`config.mk`:
```
export PLATFORM = sky130hd
export DESIGN_NAME = decryption_cfg_arbiter
export DESIGN_NICKNAME = d
export VERILOG_FILES = /design/src/rtl/decryption_cfg_arbiter.sv
export SDC_FILE = /design/constraint.sdc
export NUM_CORES = 1
export LEC_CHECK = 0
export CAP_MARGIN = 20
export CORE_MARGIN = 10
export CORE_UTILIZATION = 43
export CTS_CLUSTER_DIAMETER = 100
export CTS_CLUSTER_SIZE = 20
export DETAILED_ROUTE_END_ITERATION = 8
export PLACE_DENSITY = 0.94
export SYNTH_ARGS = -nofsm -noshare
export SYNTH_HDL_FRONTEND = slang
export SYNTH_SLANG_ARGS = --single-unit
```
`constraint.sdc`:
```
create_clock -name clk -period 2.9 [get_ports clk]
set_input_delay 0.58 -clock clk [delete_from_list [all_inputs] [get_ports clk]]
set_output_delay 0.58 -clock clk [all_outputs]
set_load 0.05 [all_outputs]
```
`src/rtl/decryption_cfg_arbiter.sv`:
```
// Round-robin arbiter sharing the decryption register file port
// between the host config bus (m0) and the key-loading sequencer (m1).
module decryption_cfg_arbiter #(
    parameter int ADDR_WIDTH = 8,
    parameter int REG_WIDTH  = 16,
    parameter int TIMEOUT    = 16
) (
    input  logic                  clk,
    input  logic                  rst_n,
    input  logic                  m0_valid,
    input  logic                  m0_we,
    input  logic [ADDR_WIDTH-1:0] m0_addr,
    input  logic [REG_WIDTH-1:0]  m0_wdata,
    output logic                  m0_ack,
    output logic [REG_WIDTH-1:0]  m0_rdata,
    output logic                  m0_error,
    input  logic                  m1_valid,
    input  logic                  m1_we,
    input  logic [ADDR_WIDTH-1:0] m1_addr,
    input  logic [REG_WIDTH-1:0]  m1_wdata,
    output logic                  m1_ack,
    output logic [REG_WIDTH-1:0]  m1_rdata,
    output logic                  m1_error,
    output logic [ADDR_WIDTH-1:0] rf_addr,
    output logic                  rf_read,
    output logic                  rf_write,
    output logic [REG_WIDTH-1:0]  rf_wdata,
    input  logic [REG_WIDTH-1:0]  rf_rdata,
    input  logic                  rf_done,
    input  logic                  rf_error,
    output logic                  busy,
    output logic                  grant
);

    localparam int TW = $clog2(TIMEOUT);

    typedef enum logic [1:0] {
        IDLE,
        ISSUE,
        WAIT,
        RESP
    } state_t;

    state_t                  state_q;
    state_t                  state_d;
    logic                    prio_q;
    logic                    prio_d;
    logic                    we_q;
    logic                    we_d;
    logic                    grant_d;
    logic                    sel;
    logic [TW-1:0]           timer_q;
    logic [TW-1:0]           timer_d;
    logic [ADDR_WIDTH-1:0]   addr_d;
    logic [REG_WIDTH-1:0]    wdata_d;
    logic                    rd_d;
    logic                    wr_d;
    logic                    fin;
    logic                    fin_err;
    logic [REG_WIDTH-1:0]    fin_data;

    // State register; a reset drops any in-flight transaction silently.
    always_ff @(posedge clk) begin
        if (!rst_n) begin
            state_q <= IDLE;
        end else begin
            state_q <= state_d;
        end
    end

    // Next-state, arbitration and response selection.
    always_comb begin
        state_d  = state_q;
        prio_d   = prio_q;
        we_d     = we_q;
        grant_d  = grant;
        addr_d   = rf_addr;
        wdata_d  = rf_wdata;
        timer_d  = timer_q;
        rd_d     = 1'b0;
        wr_d     = 1'b0;
        sel      = 1'b0;
        fin      = 1'b0;
        fin_err  = 1'b0;
        fin_data = '0;
        unique case (state_q)
            IDLE: begin
                // With both pending the pointer decides, otherwise
                // whichever one is asking.
                sel = (m0_valid && m1_valid) ? prio_q : m1_valid;
                if (m0_valid || m1_valid) begin
                    grant_d = sel;
                    we_d    = sel ? m1_we : m0_we;
                    addr_d  = sel ? m1_addr : m0_addr;
                    wdata_d = sel ? m1_wdata : m0_wdata;
                    wr_d    = we_d;
                    rd_d    = !we_d;
                    state_d = ISSUE;
                end
            end
            ISSUE: begin
                timer_d = '0;
                state_d = WAIT;
            end
            WAIT: begin
                timer_d = timer_q + TW'(1);
                if (rf_done) begin
                    fin      = 1'b1;
                    fin_err  = rf_error;
                    fin_data = we_q ? '0 : rf_rdata;
                    state_d  = RESP;
                end else if (timer_q == TW'(TIMEOUT - 1)) begin
                    fin     = 1'b1;
                    fin_err = 1'b1;
                    state_d = RESP;
                end
            end
            RESP: begin
                prio_d  = ~grant;
                state_d = IDLE;
            end
            default: begin
                state_d = IDLE;
            end
        endcase
    end

    // Registered datapath, strobes and per-requester responses.
    always_ff @(posedge clk) begin
        if (!rst_n) begin
            prio_q   <= 1'b0;
            we_q     <= 1'b0;
            grant    <= 1'b0;
            busy     <= 1'b0;
            timer_q  <= '0;
            rf_addr  <= '0;
            rf_wdata <= '0;
            rf_read  <= 1'b0;
            rf_write <= 1'b0;
            m0_ack   <= 1'b0;
            m0_rdata <= '0;
            m0_error <= 1'b0;
            m1_ack   <= 1'b0;
            m1_rdata <= '0;
            m1_error <= 1'b0;
        end else begin
            prio_q   <= prio_d;
            we_q     <= we_d;
            grant    <= grant_d;
            busy     <= (state_d != IDLE);
            timer_q  <= timer_d;
            rf_addr  <= addr_d;
            rf_wdata <= wdata_d;
            rf_read  <= rd_d;
            rf_write <= wr_d;
            m0_ack   <= fin & ~grant;
            m0_rdata <= (fin && !grant) ? fin_data : '0;
            m0_error <= fin & ~grant & fin_err;
            m1_ack   <= fin & grant;
            m1_rdata <= (fin && grant) ? fin_data : '0;
            m1_error <= fin & grant & fin_err;
        end
    end

endmodule
```
==> results of run 1 <==
## synth_stat cells
library cell / count
and3_1: 1
a21oi_1: 25
a21boi_0: 3
o21ai_0: 45
buf_2: 5
nand3b_1: 2
dfxtp_1: 72
and2_1: 32
clkbuf_1: 5
and2b_2: 1
o211a_1: 1
nor3_1: 3
nor2b_1: 3
nor4b_1: 1
buf_6: 3
and3b_1: 1
or3b_1: 1
nor3_2: 2
nand2b_1: 4
nor3b_1: 1
a32oi_1: 1
nand3_2: 1
nand3_1: 3
o21a_2: 1
o21ai_4: 1
inv_1: 4
clkbuf_2: 2
nand2_1: 3
a211oi_1: 1
o31a_1: 1
o21ai_1: 7
o21a_1: 1
buf_4: 6
ha_1: 5
inv_2: 1
or2_1: 1
nor2_1: 3
a31oi_1: 27
## final timing paths
| check | start | to | slack [ns] | cells after the start |
|---|---|---|---|---|
| worst min register to register | timer_q[1]$_SDFFE_PN0P_ | timer_q[1]$_SDFFE_PN0P_ | 0.51 | 2 |
| worst min-delay path | timer_q[1]$_SDFFE_PN0P_ | timer_q[1]$_SDFFE_PN0P_ | 0.51 | 2 |
| worst max-delay path | grant$_SDFFE_PN0P_ | grant | 0.60 | 1 |
| worst max register to register | state_q[0]$_SDFF_PN0_ | m1_rdata[3]$_SDFF_PN0_ | 1.04 | 5 |
## state kept, by name, indices dropped and copies added (netlist names), 2 cells and up
| signal | flops |
|---|---|
| rf_wdata | 16 |
| m0_rdata | 16 |
| timer_q | 4 |
| m1_rdata | 16 |
| rf_addr | 8 |
| state_q | 2 |
## power breakdown
| group | leakage (uW) | internal (uW) | switching [uW] | total (uW) |
|---|---|---|---|---|
| registers | 0.000588 | 1150 | 92.7 | 1240 |
| logic | 0.000904 | 496 | 908 | 1400 |
| clock network | 0.0000888 | 327 | 413 | 740 |
## worst register-to-register path, delay by kind of cell (launching register included)
kind,cells,cell delay (ns)
and+or+nand+nor,3,1.00
buffers and inverters,1,0.11
adders and majority gates,1,0.34
DFF,1,0.36
## final cells by class
type,instances,share of cell area
timing repair buffer,140,0.328
inverter,5,0.00444
clock buffer,9,0.0293
clock inverter,7,0.0145
multi-input combinational,182,0.261
sequential,72,0.341
tap,75,0.0222
## cell usage in the layout, fill, tap and decap left out, types with 2 or more instances in the layout
| cell type | count |
|---|---|
| inv_1 | 4 |
| nand3_1 | 3 |
| nor3_2 | 2 |
| clkinvlp_4 | 2 |
| clkbuf_8 | 9 |
| nand3b_1 | 2 |
| inv_6 | 3 |
| a21oi_1 | 25 |
| dfxtp_1 | 72 |
| nor3_1 | 3 |
| and2_1 | 32 |
| a21boi_0 | 3 |
| buf_4 | 5 |
| o21ai_0 | 45 |
| nand2_1 | 3 |
| nor2_1 | 3 |
| o21ai_1 | 7 |
| nor2b_1 | 3 |
| ha_1 | 5 |
| clkdlybuf4s50_1 | 135 |
| a31oi_1 | 27 |
| nand2b_1 | 4 |
## metrics by stage
stage | area, um2 | total power, uW
final | 4230 | 3380
after global routing | 4230 | 3560
after CTS | 4230 | 3400
after detailed placement | 4050 | 2650
after global placement | 4050 | 2630
after floorplan | 2700 | 2190
## layer usage
metal | GRT usage | vias up | wire length, um
li1 | - | 1256 | -
met1 | 0.178 | 1191 | 3300
met2 | 0.275 | 126 | 4040
met3 | 0.0913 | 13 | 1030
met4 | 0.0706 | 0 | 146
met5 | 0 | - | 0
## cells by family after synthesis
| group | share of synthesized area |
|---|---|
| flops | 0.535 |
| fa+ha+maj | 0.0232 |
| simple gates | 0.147 |
| buf+inv | 0.0561 |
| compound gates | 0.239 |
==> flow_metrics.tcl, run 1 <==
set metrics [dict create \
    cts_root_buf "clkbuf_8" \
    dp_hpwl_mm 6.36 \
    final-setup-viol-count 0 \
    startpoint_type "register" \
    cts_buffer_depth 2 \
    critical_path_buf_inv_count 1 \
    leakagePower_uw 0.00158 \
    fin_util 0.706 \
    postCtsHoldBufs 0 \
    wl_per_cell_um 17.4 \
    core_um2 5990 \
    hold_path.class "reg -> reg" \
    htreeDepth 3 \
    critPathTopFamily "buffers and inverters" \
    worstSetupPathType "reg -> out" \
    place_inst 474 \
    numCtsBuffers 9 \
    antenna_left 0 \
    syn_avg_cell_area_um2 9.63 \
    top_level_ports 136 \
    cp-end-kind "output pin" \
    ys_top_cells_by_area "dfxtp_1 (53%), o21ai_0 (8.4%), and2_1 (7.4%)" \
    grt_max_degree 36 \
    ys_types 38 \
    cp_max_fo 7 \
    die_w_um 99.2 \
    yosysWarnings 0 \
    insertion_delay_ns 0.34 \
    worst_pin_slew_ns 0.788 \
    rsz0062_at_grt "no" \
    fin_tns_setup_ns 0 \
    slowest_stage "clkdlybuf4s50_1" \
    gp_congestion 0.734 \
    path_cells "clkdlybuf4s50_1" \
    routed_wirelength_mm 8.52 \
    n_antenna_cell 0 \
    max_slew_margin 0.472 \
    seqCellArea_um2 1440 \
    synth-seq-cells 72 \
    grt_pass1_wl_mm 13.6 \
    vias_per_cell 5.28 \
    slew_violations 0 \
    synth_nets 357 \
    numPortBuffers 135 \
    area_growth_pct 56.9 \
    vias 2586 \
    hold_violations 0 \
    finalNonFillerCells 490 \
    grt_pass1_vias 2743 \
    worst_clock_skew_ns 0.00894 \
    cp.required_ns 2.32 \
    drc 0 \
    first_pass_iters 5 \
    seq_area_frac_synth 0.535 \
    multi_input_area_um2 1100 \
    layout.nets 487 \
    dr.first_iter.drc_count 98 \
    fmax_ghz 0.435 \
    vdd_drop_max_mv 0.483 \
    synth_area_leader_cell "dfxtp_1" \
    fin_crit_sh 0.793 \
    slowest_delay_ns 0.88 \
    initial_utilization 0.450 \
    gr-total-overflow 0 \
    netlist_area_um2 2700 \
    worstPathArrival_ns 1.72 \
    grt.total_usage 0.169 \
    cts_resized 0 \
    cts_tree "done" \
    final_layout_size_suffix_gt1_frac 0.0675 \
    fin_ws_ns 0.602 \
    hold_ws_ns 0.508 \
    rows 28 \
    cts.clk_slew.worst_paths_ns 0.09 \
    powerDensity_nw_per_um2 800 \
    clock-sinks 72 \
    nFillCells 466 \
    status "completed" \
    yosysTopAreaCellShare 0.535 \
    finalCriticalPeriod_ns 2.30 \
    cts_setup_buffers 0 \
    antenna_found_initial 0 \
    maxCapViolCount 0 \
    place_ws_ns 0.455 \
    die_area_um2 9840 \
    synthCells 280 \
    fp.dieH_um 99.2 \
]
(Power assumes the default switching activity.)
==> run 2, diff against run 1 <==
--- a/config.mk
+++ b/config.mk
@@ -7,11 +7,11 @@
 export LEC_CHECK = 0
 export CAP_MARGIN = 20
 export CORE_MARGIN = 10
-export CORE_UTILIZATION = 43
+export CORE_UTILIZATION = 40
 export CTS_CLUSTER_DIAMETER = 100
 export CTS_CLUSTER_SIZE = 20
 export DETAILED_ROUTE_END_ITERATION = 8
-export PLACE_DENSITY = 0.94
+export PLACE_DENSITY = 0.89
 export SYNTH_ARGS = -nofsm -noshare
 export SYNTH_HDL_FRONTEND = slang
 export SYNTH_SLANG_ARGS = --single-unit
==> constraint.sdc (replaced) <==
create_clock -name clk -period 2.2 [get_ports clk]
set_input_delay 0.44 -clock clk [delete_from_list [all_inputs] [get_ports clk]]
set_output_delay 0.44 -clock clk [all_outputs]
set_load 0.05 [all_outputs]
==> run 2 against run 1 <==
Net effect:
- via count up 1.1%
- first-iteration DRC count down 4.1%
- clock skew about the same
- non-clock buffer count up 5
- critical endpoint is now rf_addr[1]
==> flow_metrics.tcl, run 2 (synthesis gave the netlist of run 1 again) <==
set metrics [dict create \
    status "completed" \
    htreeDepth 3 \
    die_area_um2 10400 \
    swShare 0.376 \
    dr.first_iter.drc_count 94 \
    numCtsBuffers 9 \
    postCtsHoldBufs 0 \
    clockPowerShare 0.283 \
    grt_pass1_wl_mm 13.3 \
    cp.required_ns 1.76 \
    gp_congestion 0.768 \
    cts.clk_slew.worst_paths_ns 0.08 \
    fp.dieH_um 102 \
    routed_wirelength_mm 8.61 \
    wl_met3_mm 1.06 \
    fin_crit_sh 0.901 \
    dp_hpwl_mm 6.42 \
    wl_per_cell_um 17.3 \
    worst_clock_skew_ns 0.00923 \
    drc 0 \
    grt.total_usage 0.161 \
    final_cell_area_um2 4350 \
    cts_root_buf "clkbuf_8" \
    layout_common_cells "clkdlybuf4s50_1 (135), dfxtp_1 (72), o21ai_0 (45)" \
    top_level_ports 136 \
    vias 2614 \
    place_inst 481 \
    die_w_um 102 \
    cp-end-kind "output pin" \
    startpoint_type "register" \
    n_antenna_cell 0 \
    cp_max_fo 2 \
    layout_commonest_cell "clkdlybuf4s50_1" \
    vdd_drop_max_mv 0.767 \
    gr-total-overflow 0 \
    path_cells "clkdlybuf4s50_1" \
    leakagePower_uw 0.00165 \
    routed.top_layer "met4" \
    grt_pass1_vias 2685 \
    cts_buffer_depth 2 \
    placed_cell_area_um2 4090 \
    first_pass_iters 4 \
    worst_pin_slew_ns 0.569 \
    antenna_found_initial 0 \
    clock-sinks 72 \
    internal-power_uw 3060 \
    max_slew_margin 0.619 \
    r2r_start "state_q[0]$_SDFF_PN0_" \
    hold_start "timer_q[1]$_SDFFE_PN0P_" \
    rr_worst_depth 5 \
    fin_tns_setup_ns 0 \
    hold-path-cell-count 2 \
    cts_resized 0 \
    fmax_ghz 0.504 \
    wl_met2_mm 3.99 \
    comb_power_share 0.384 \
    hold_violations 0 \
    rows 29 \
    hold_end "timer_q[1]$_SDFFE_PN0P_" \
    final-setup-viol-count 0 \
    finalNonFillerCells 497 \
    cts_setup_buffers 0 \
    slew_violations 0 \
    antenna_left 0 \
    p_sw_uw 1840 \
    worstSetupPathType "reg -> out" \
    hold_path.class "reg -> reg" \
    finalCriticalPeriod_ns 1.98 \
    area_growth_pct 61.4 \
    insertion_delay_ns 0.35 \
    critical_path_buf_inv_count 1 \
    reg_top3 "m0_rdata: 16 flops, m1_rdata: 16 flops, rf_wdata: 16 flops" \
    final_layout_size_suffix_gt1_frac 0.0786 \
    slowest_stage "clkdlybuf4s50_1" \
    worstReg2RegEnd "rf_read$_SDFF_PN0_" \
    p_seq_frac 0.333 \
    vias_per_cell 5.26 \
    grt_max_degree 28 \
    layout.nets 492 \
    slowest_delay_ns 0.82 \
    critPathTopFamily "buffers and inverters" \
    reg2reg_slack_ns 0.61 \
    cts_tree "done" \
    numPortBuffers 135 \
    worstPathArrival_ns 1.54 \
    wl_met1_mm 3.41 \
    initial_utilization 0.417 \
    rsz0062_at_grt "no" \
    powerDensity_nw_per_um2 1120 \
    core_um2 6460 \
    maxCapViolCount 0 \
]
run 2: cell count changes in the layout (fill, tap and decap cells not counted), sizes merged:
cell,change
buf,+5
bufinv,+4
inv,-3
clkinvlp,-2
clkinv,+1
run 2: final cells by class:
cell class / instances / area (um2)
Fill cell: 502 / 2110
Sequential cell: 72 / 1440
Timing Repair Buffer: 145 / 1430
Multi-Input combinational cell: 182 / 1100
Clock inverter: 7 / 143
Clock buffer: 9 / 124
Tap cell: 77 / 96.3
Inverter: 5 / 18.8
run 2: through the flow:
| stage | setup slack [ns] | power (uW) | hold WS, ns | util |
|---|---|---|---|---|
| after floorplan | 0.777 | 2880 | 0.471 | - |
| after global placement | 0.220 | 3490 | 0.488 | 0.633 |
| after detailed placement | 0.155 | 3520 | 0.491 | 0.633 |
| after CTS | 0.210 | 4920 | 0.504 | 0.674 |
| after global routing | 0.183 | 5130 | 0.560 | 0.674 |
| final | 0.218 | 4900 | 0.501 | 0.674 |
run 2: how the worst max path moves through the flow:
stage / slack [ns] / endpoint / startpoint / cells past startpoint
floorplan: 0.78 / m1_rdata[10]$_SDFF_PN0_ / grant$_SDFFE_PN0P_ / 4
global placement: 0.22 / rf_read$_SDFF_PN0_ / m0_valid / 4
detailed placement: 0.15 / rf_wdata[10]$_SDFFE_PN0P_ / m1_valid / 5
CTS: 0.21 / rf_addr[1] / rf_addr[1]$_SDFFE_PN0P_ / 1
global route: 0.18 / rf_addr[4] / rf_addr[4]$_SDFFE_PN0P_ / 1
finish: 0.22 / rf_addr[1] / rf_addr[1]$_SDFFE_PN0P_ / 1
run 2: metal layers:
layer,global-route usage,vias up
li1,-,1262
met1,0.180,1195
met2,0.255,144
met3,0.0816,13
met4,0.0683,0
met5,0,-
run 2: power groups by stage:
stage | sequential (uW) | combinational, uW | clock (uW)
3_3_place_gp | 1650 | 1840 | 0
6_report | 1630 | 1880 | 1390
4_1_cts | 1630 | 1880 | 1410
5_1_grt | 1660 | 2010 | 1470
3_5_place_dp | 1650 | 1870 | 0
2_1_floorplan | 2270 | 612 | 0
run 2: tightest hold or removal path: stages, from the launching register on:
cell and delay, ns:
dfxtp_1 0.33, nand2b_1 0.06, a21boi_0 0.06
==> run 3, diff against run 2 <==
--- a/config.mk
+++ b/config.mk
@@ -7,11 +7,11 @@
 export LEC_CHECK = 0
 export CAP_MARGIN = 20
 export CORE_MARGIN = 10
-export CORE_UTILIZATION = 40
+export CORE_UTILIZATION = 35
 export CTS_CLUSTER_DIAMETER = 100
 export CTS_CLUSTER_SIZE = 20
 export DETAILED_ROUTE_END_ITERATION = 8
-export PLACE_DENSITY = 0.89
+export PLACE_DENSITY = 0.81
 export SYNTH_ARGS = -nofsm -noshare
 export SYNTH_HDL_FRONTEND = slang
 export SYNTH_SLANG_ARGS = --single-unit
==> run 3 against run 2 <==
Net effect:
- die area is 11% higher
- sequential share of layout area hardly changed
- critical path type unchanged
- total power is 4.7% lower
- combinational power hardly changed
- first-iteration DRC count is 13% higher
- cell area is 0.11% lower
- flip-flop and latch count stayed put
- routed wire length is 2.1% lower
==> flow_metrics.tcl, run 3 (synthesis gave the netlist of run 1 again) <==
set metrics [dict create \
    powerDensity_nw_per_um2 1070 \
    vdd_drop_max_mv 0.631 \
    critical_path_buf_inv_count 1 \
    fin_ws_ns 0.248 \
    gp_congestion 0.760 \
    cts_resized 0 \
    fin_crit_sh 0.887 \
    clock-sinks 72 \
    wl_per_cell_um 16.2 \
    dp_hpwl_mm 6.47 \
    startpoint_type "register" \
    vias 2557 \
    insertion_delay_ns 0.34 \
    first_pass_iters 4 \
    vias_per_cell 4.92 \
    grt.total_usage 0.143 \
    p_seq_frac 0.349 \
    cts_tree "done" \
    layout.nets 493 \
    cts_setup_buffers 0 \
    grt_pass1_vias 2619 \
    rr_worst_depth 5 \
    leakagePower_uw 0.00163 \
    initial_utilization 0.366 \
    cts_buffer_depth 2 \
    hold_path.class "reg -> reg" \
    routed_wirelength_mm 8.43 \
    drc 0 \
    path_cells "clkdlybuf4s50_1" \
    layout_common_cells "clkdlybuf4s50_1 (135), dfxtp_1 (72), o21ai_0 (45)" \
    fp.dieH_um 108 \
    layout_commonest_cell "clkdlybuf4s50_1" \
    grt_pass1_wl_mm 13.3 \
    numCtsBuffers 9 \
    final_cell_area_um2 4350 \
    postCtsHoldBufs 0 \
    worstPathArrival_ns 1.51 \
    numPortBuffers 135 \
    cp-end-kind "output pin" \
    hold_start "timer_q[1]$_SDFFE_PN0P_" \
    slowest_delay_ns 0.82 \
    finalCriticalPeriod_ns 1.95 \
    grt_max_degree 28 \
    max_slew_margin 0.625 \
    core_um2 7370 \
    cp.required_ns 1.76 \
    place_ws_ns 0.178 \
    antenna_left 0 \
    worstSetupPathType "reg -> out" \
    slowest_stage "clkdlybuf4s50_1" \
    internal-power_uw 2840 \
    rsz0062_at_grt "no" \
    place_inst 504 \
    slew_violations 0 \
    placed_cell_area_um2 4120 \
    area_growth_pct 61.3 \
    maxCapViolCount 0 \
    top_level_ports 136 \
    rows 31 \
    swShare 0.392 \
    die_w_um 108 \
    die_area_um2 11600 \
    fin_tns_setup_ns 0 \
    critPathTopFamily "buffers and inverters" \
    gr-total-overflow 0 \
    antenna_found_initial 0 \
    final_layout_size_suffix_gt1_frac 0.0808 \
    hold_end "timer_q[1]$_SDFFE_PN0P_" \
    reg2reg_slack_ns 0.62 \
    comb_power_share 0.399 \
    n_antenna_cell 0 \
    status "completed" \
    finalNonFillerCells 520 \
    fmax_ghz 0.512 \
    cts.clk_slew.worst_paths_ns 0.09 \
    clockPowerShare 0.252 \
    reg_top3 "m0_rdata: 16 flops, m1_rdata: 16 flops, rf_wdata: 16 flops" \
    cp_max_fo 2 \
    p_sw_uw 1830 \
    final-setup-viol-count 0 \
    r2r_start "state_q[0]$_SDFF_PN0_" \
    htreeDepth 3 \
    hold-path-cell-count 2 \
    dr.first_iter.drc_count 106 \
    worstReg2RegEnd "rf_wdata[14]$_SDFFE_PN0P_" \
    fin_util 0.590 \
    cts_root_buf "clkbuf_8" \
    worst_pin_slew_ns 0.561 \
    hold_violations 0 \
    worst_clock_skew_ns 0.00918 \
]
run 3: area by class of cell:
| cell class | count | area (um2) |
|---|---|---|
| multi-input combinational | 182 | 1100 |
| sequential | 72 | 1440 |
| tap | 99 | 124 |
| fill | 658 | 3020 |
| clock inverter | 7 | 103 |
| clock buffer | 9 | 124 |
| inverter | 5 | 18.8 |
| timing repair buffer | 146 | 1430 |
run 3: metal layers:
| layer | GRT usage | wire length (um) | up-vias |
|---|---|---|---|
| met5 | 0 | 0 | - |
| met4 | 0.0534 | 108 | 0 |
| met3 | 0.0683 | 1030 | 11 |
| met2 | 0.219 | 3800 | 149 |
| met1 | 0.169 | 3490 | 1136 |
| li1 | - | - | 1261 |
run 3: per-stage QoR:
step                      power (uW)  hold slack [ns]
after floorplan                 2880            0.471
after global placement          3500            0.483
after detailed placement        3520            0.497
after CTS                       4710            0.509
after global routing            4930            0.539
final                           4670            0.507
run 3: worst max-delay path by stage:
stage | cells after the start | from | endpoint
2_1_floorplan | 4 | grant$_SDFFE_PN0P_ | m1_rdata[10]$_SDFF_PN0_
3_3_place_gp | 4 | m0_valid | rf_read$_SDFF_PN0_
3_5_place_dp | 4 | m1_valid | rf_wdata[14]$_SDFFE_PN0P_
4_1_cts | 1 | rf_wdata[10]$_SDFFE_PN0P_ | rf_wdata[10]
5_1_grt | 1 | grant$_SDFFE_PN0P_ | grant
6_report | 1 | rf_wdata[10]$_SDFFE_PN0P_ | rf_wdata[10]
run 3: worst min-delay path, stage by stage (launching register included):
cell	delay [ns]
dfxtp_1	0.33
nand2b_1	0.07
a21boi_0	0.06
run 3: power by group through the flow:
stage | Combinational [uW] | Sequential [uW] | Clock, uW
6_report | 1860 | 1630 | 1180
5_1_grt | 2010 | 1650 | 1270
4_1_cts | 1880 | 1630 | 1200
3_5_place_dp | 1870 | 1650 | 0
3_3_place_gp | 1850 | 1650 | 0
2_1_floorplan | 612 | 2270 | 0
==> RTL edit, RTL diff (flow settings as in run 1) <==
Put one more register stage on the output `m1_error`, with the module's reset. The value now appears one clock later. The other outputs are not delayed to match.
--- a/src/rtl/decryption_cfg_arbiter.sv
+++ b/src/rtl/decryption_cfg_arbiter.sv
@@ -40,6 +40,8 @@
         WAIT,
         RESP
     } state_t;
+
+    logic m1_error_s0;
 
     state_t                  state_q;
     state_t                  state_d;
@@ -142,7 +144,7 @@
             m0_error <= 1'b0;
             m1_ack   <= 1'b0;
             m1_rdata <= '0;
-            m1_error <= 1'b0;
+            m1_error_s0 <= 1'b0;
         end else begin
             prio_q   <= prio_d;
             we_q     <= we_d;
@@ -158,7 +160,15 @@
             m0_error <= fin & ~grant & fin_err;
             m1_ack   <= fin & grant;
             m1_rdata <= (fin && grant) ? fin_data : '0;
-            m1_error <= fin & grant & fin_err;
+            m1_error_s0 <= fin & grant & fin_err;
+        end
+    end
+
+    always_ff @(posedge clk) begin
+        if (!rst_n) begin
+            m1_error <= '0;
+        end else begin
+            m1_error <= m1_error_s0;
         end
     end
 
Function: changed (Yosys sat finds a counterexample within 4 cycles, from zero or initial values and one cycle with rst_n low).
==> RTL edit against run 1 <==
- cell count decreased by 0.20%
- critical path depth unchanged
- synthesized area increased by 1.2%
- wire length increased by 1.7%
- setup slack got worse by 0.054 ns
- total power increased by 4.3%
- cell area increased by 0.80%
- via count increased by 0.89%
- sequential cell count increased by 1
- largest cell class unchanged
==> RTL edit: results (changes against run 1) <==
nNetsFinal: 486  # was 487
reg2reg_to: "m1_rdata[8]"  # was m1_rdata[3]
total_switching_power_mw: 1.444  # was 1.414 mW
outcome: "completed"  # unchanged
htreeDepth: 3  # unchanged
cts_inserted_buffers: 9  # unchanged
worst_hold_path.num_cells: 1  # was 2
first_pass_grt_wire_length_um: 13660  # was 13,610 um
slew_headroom_pct: 47.67  # was 47.16%
pin_count_of_the_biggest_net_entering_global_routing: 37  # was 36
num_vias: 2609  # was 2,586
place_hpwl_um: 6624  # was 6360 um
static-leakage-power_nw: 1.585  # was 1.580 nW
finalWeightedCongestion: 0.7848  # was 0.7343
yosys.cell_types.count: 36  # was 38
max-vdd-ir-drop_mv: 0.5228  # was 0.4832 mV
crit_arrival_ns: 1.77  # was 1.72 ns
power.share.combinational_pct: 41.7  # was 41.5%
drt_first_pass_iters: 4  # was 5
synth.top_cells.by_area: "sky130_fd_sc_hd__dfxtp_1 (54%), sky130_fd_sc_hd__and2_1 (7.6%), sky130_fd_sc_hd__a31oi_1 (5.7%), sky130_fd_sc_hd__o21ai_0 (4.8%), sky130_fd_sc_hd__a21oi_1 (4.6%)"  # was sky130_fd_sc_hd__dfxtp_1 (53%), sky130_fd_sc_hd__o21ai_0 (8.4%), sky130_fd_sc_hd__and2_1 (7.4%), sky130_fd_sc_hd__a31oi_1 (6.3%), sky130_fd_sc_hd__a21oi_1 (4.6%)
synth.yosys.seq_area_share_pct: 53.55  # was 53.46%
finalClockSkew_ns: 0.01314  # was 0.008937 ns
routed_wl_um: 8667  # was 8520 um
rrSetupSlack_ns: 1.25  # was 1.04 ns
first_global_vias: 2751  # was 2,743
postSynthNetCount: 356  # was 357
hold_path_class: "reg -> reg"  # unchanged
dr.first_iter.drc_count: 106  # was 98
synth-adder-area-share_pct: 2.293  # was 2.320%
hold_end: "m1_error"  # was timer_q[1]
hp-start: "m1_error_s0"  # was timer_q[1]
synth_top_cells_by_count: "sky130_fd_sc_hd__dfxtp_1 (73), sky130_fd_sc_hd__and2_1 (33), sky130_fd_sc_hd__o21ai_0 (26)"  # was sky130_fd_sc_hd__dfxtp_1 (72), sky130_fd_sc_hd__o21ai_0 (45), sky130_fd_sc_hd__and2_1 (32), sky130_fd_sc_hd__a31oi_1 (27), sky130_fd_sc_hd__a21oi_1 (25)
[RTL edit: cell types whose count changed after synthesis, moves of 2 or more]
| cell | delta |
|---|---|
| sky130_fd_sc_hd__nor3_2 | -2 |
| sky130_fd_sc_hd__clkbuf_2 | -2 |
| sky130_fd_sc_hd__o21ai_0 | -19 |
| sky130_fd_sc_hd__buf_4 | -2 |
| sky130_fd_sc_hd__nor3_4 | +2 |
| sky130_fd_sc_hd__o21ai_1 | +18 |
| sky130_fd_sc_hd__nor3_1 | +2 |
| sky130_fd_sc_hd__a31oi_1 | -2 |
| sky130_fd_sc_hd__buf_6 | +2 |
[RTL edit: worst max-delay path by stage]
stage              from           end  depth (start not counted)  slack, ns
2_1_floorplan     grant  m1_rdata[10]                          4       1.47
3_3_place_gp   m1_valid       rf_read                          4       0.61
3_5_place_dp   m1_valid       rf_read                          4       0.56
4_1_cts           grant         grant                          1       0.53
5_1_grt           grant         grant                          1       0.49
6_report          grant         grant                          1       0.55
[RTL edit: layer usage]
metal	vias up	routed length (um)	GRT usage (%)
met1	1209	3463	17.90
li1	1251	-	-
met2	135	4094	27.87
met4	0	162	7.387
met5	-	0	0
met3	14	947	8.235
[RTL edit: metrics by stage]
step / instance area [um^2] / hold slack (ns) / instances / setup slack, ns
after floorplan: 2729 / 0.4119 / 279 / 1.470
after global placement: 4069 / 0.4193 / 473 / 0.6116
after detailed placement: 4069 / 0.4296 / 473 / 0.5611
after CTS: 4265 / 0.4466 / 489 / 0.5254
after global routing: 4265 / 0.4689 / 489 / 0.4945
final: 4265 / 0.4421 / 489 / 0.5481
[RTL edit: cell type report]
cell class              instances  area (um^2)
repair buffers                139         1381
multi-input cells             181         1114
inverters                       5        18.77
flip-flops and latches         73         1461
well taps                      75        93.84
fillers                       457         1760
clock buffers                  10        127.6
clock inverters                 6        68.82
[RTL edit: power groups by stage]
stage	combinational, mW	sequential [mW]	clock (mW)
final	1.47	1.27	0.790
after CTS	1.48	1.27	0.799
after global placement	1.44	1.28	0
after floorplan	0.509	1.77	0
after global routing	1.58	1.29	0.843
after detailed placement	1.47	1.29	0
[RTL edit: cell families after synthesis]
logic type                 count (synthesis)
buffers and inverters                     25
adders and majority gates                  5
AOI/OAI and AO/OA                        112
and+or+nand+nor                           64
DFF                                       73
[RTL edit: worst register-to-register path, delay by kind of cell, from the launching register on]
family | cells | cell delay [ns]
simple gates | 3 | 0.79
fa+ha+maj | 1 | 0.35
flops | 1 | 0.34
buf+inv | 1 | 0.10
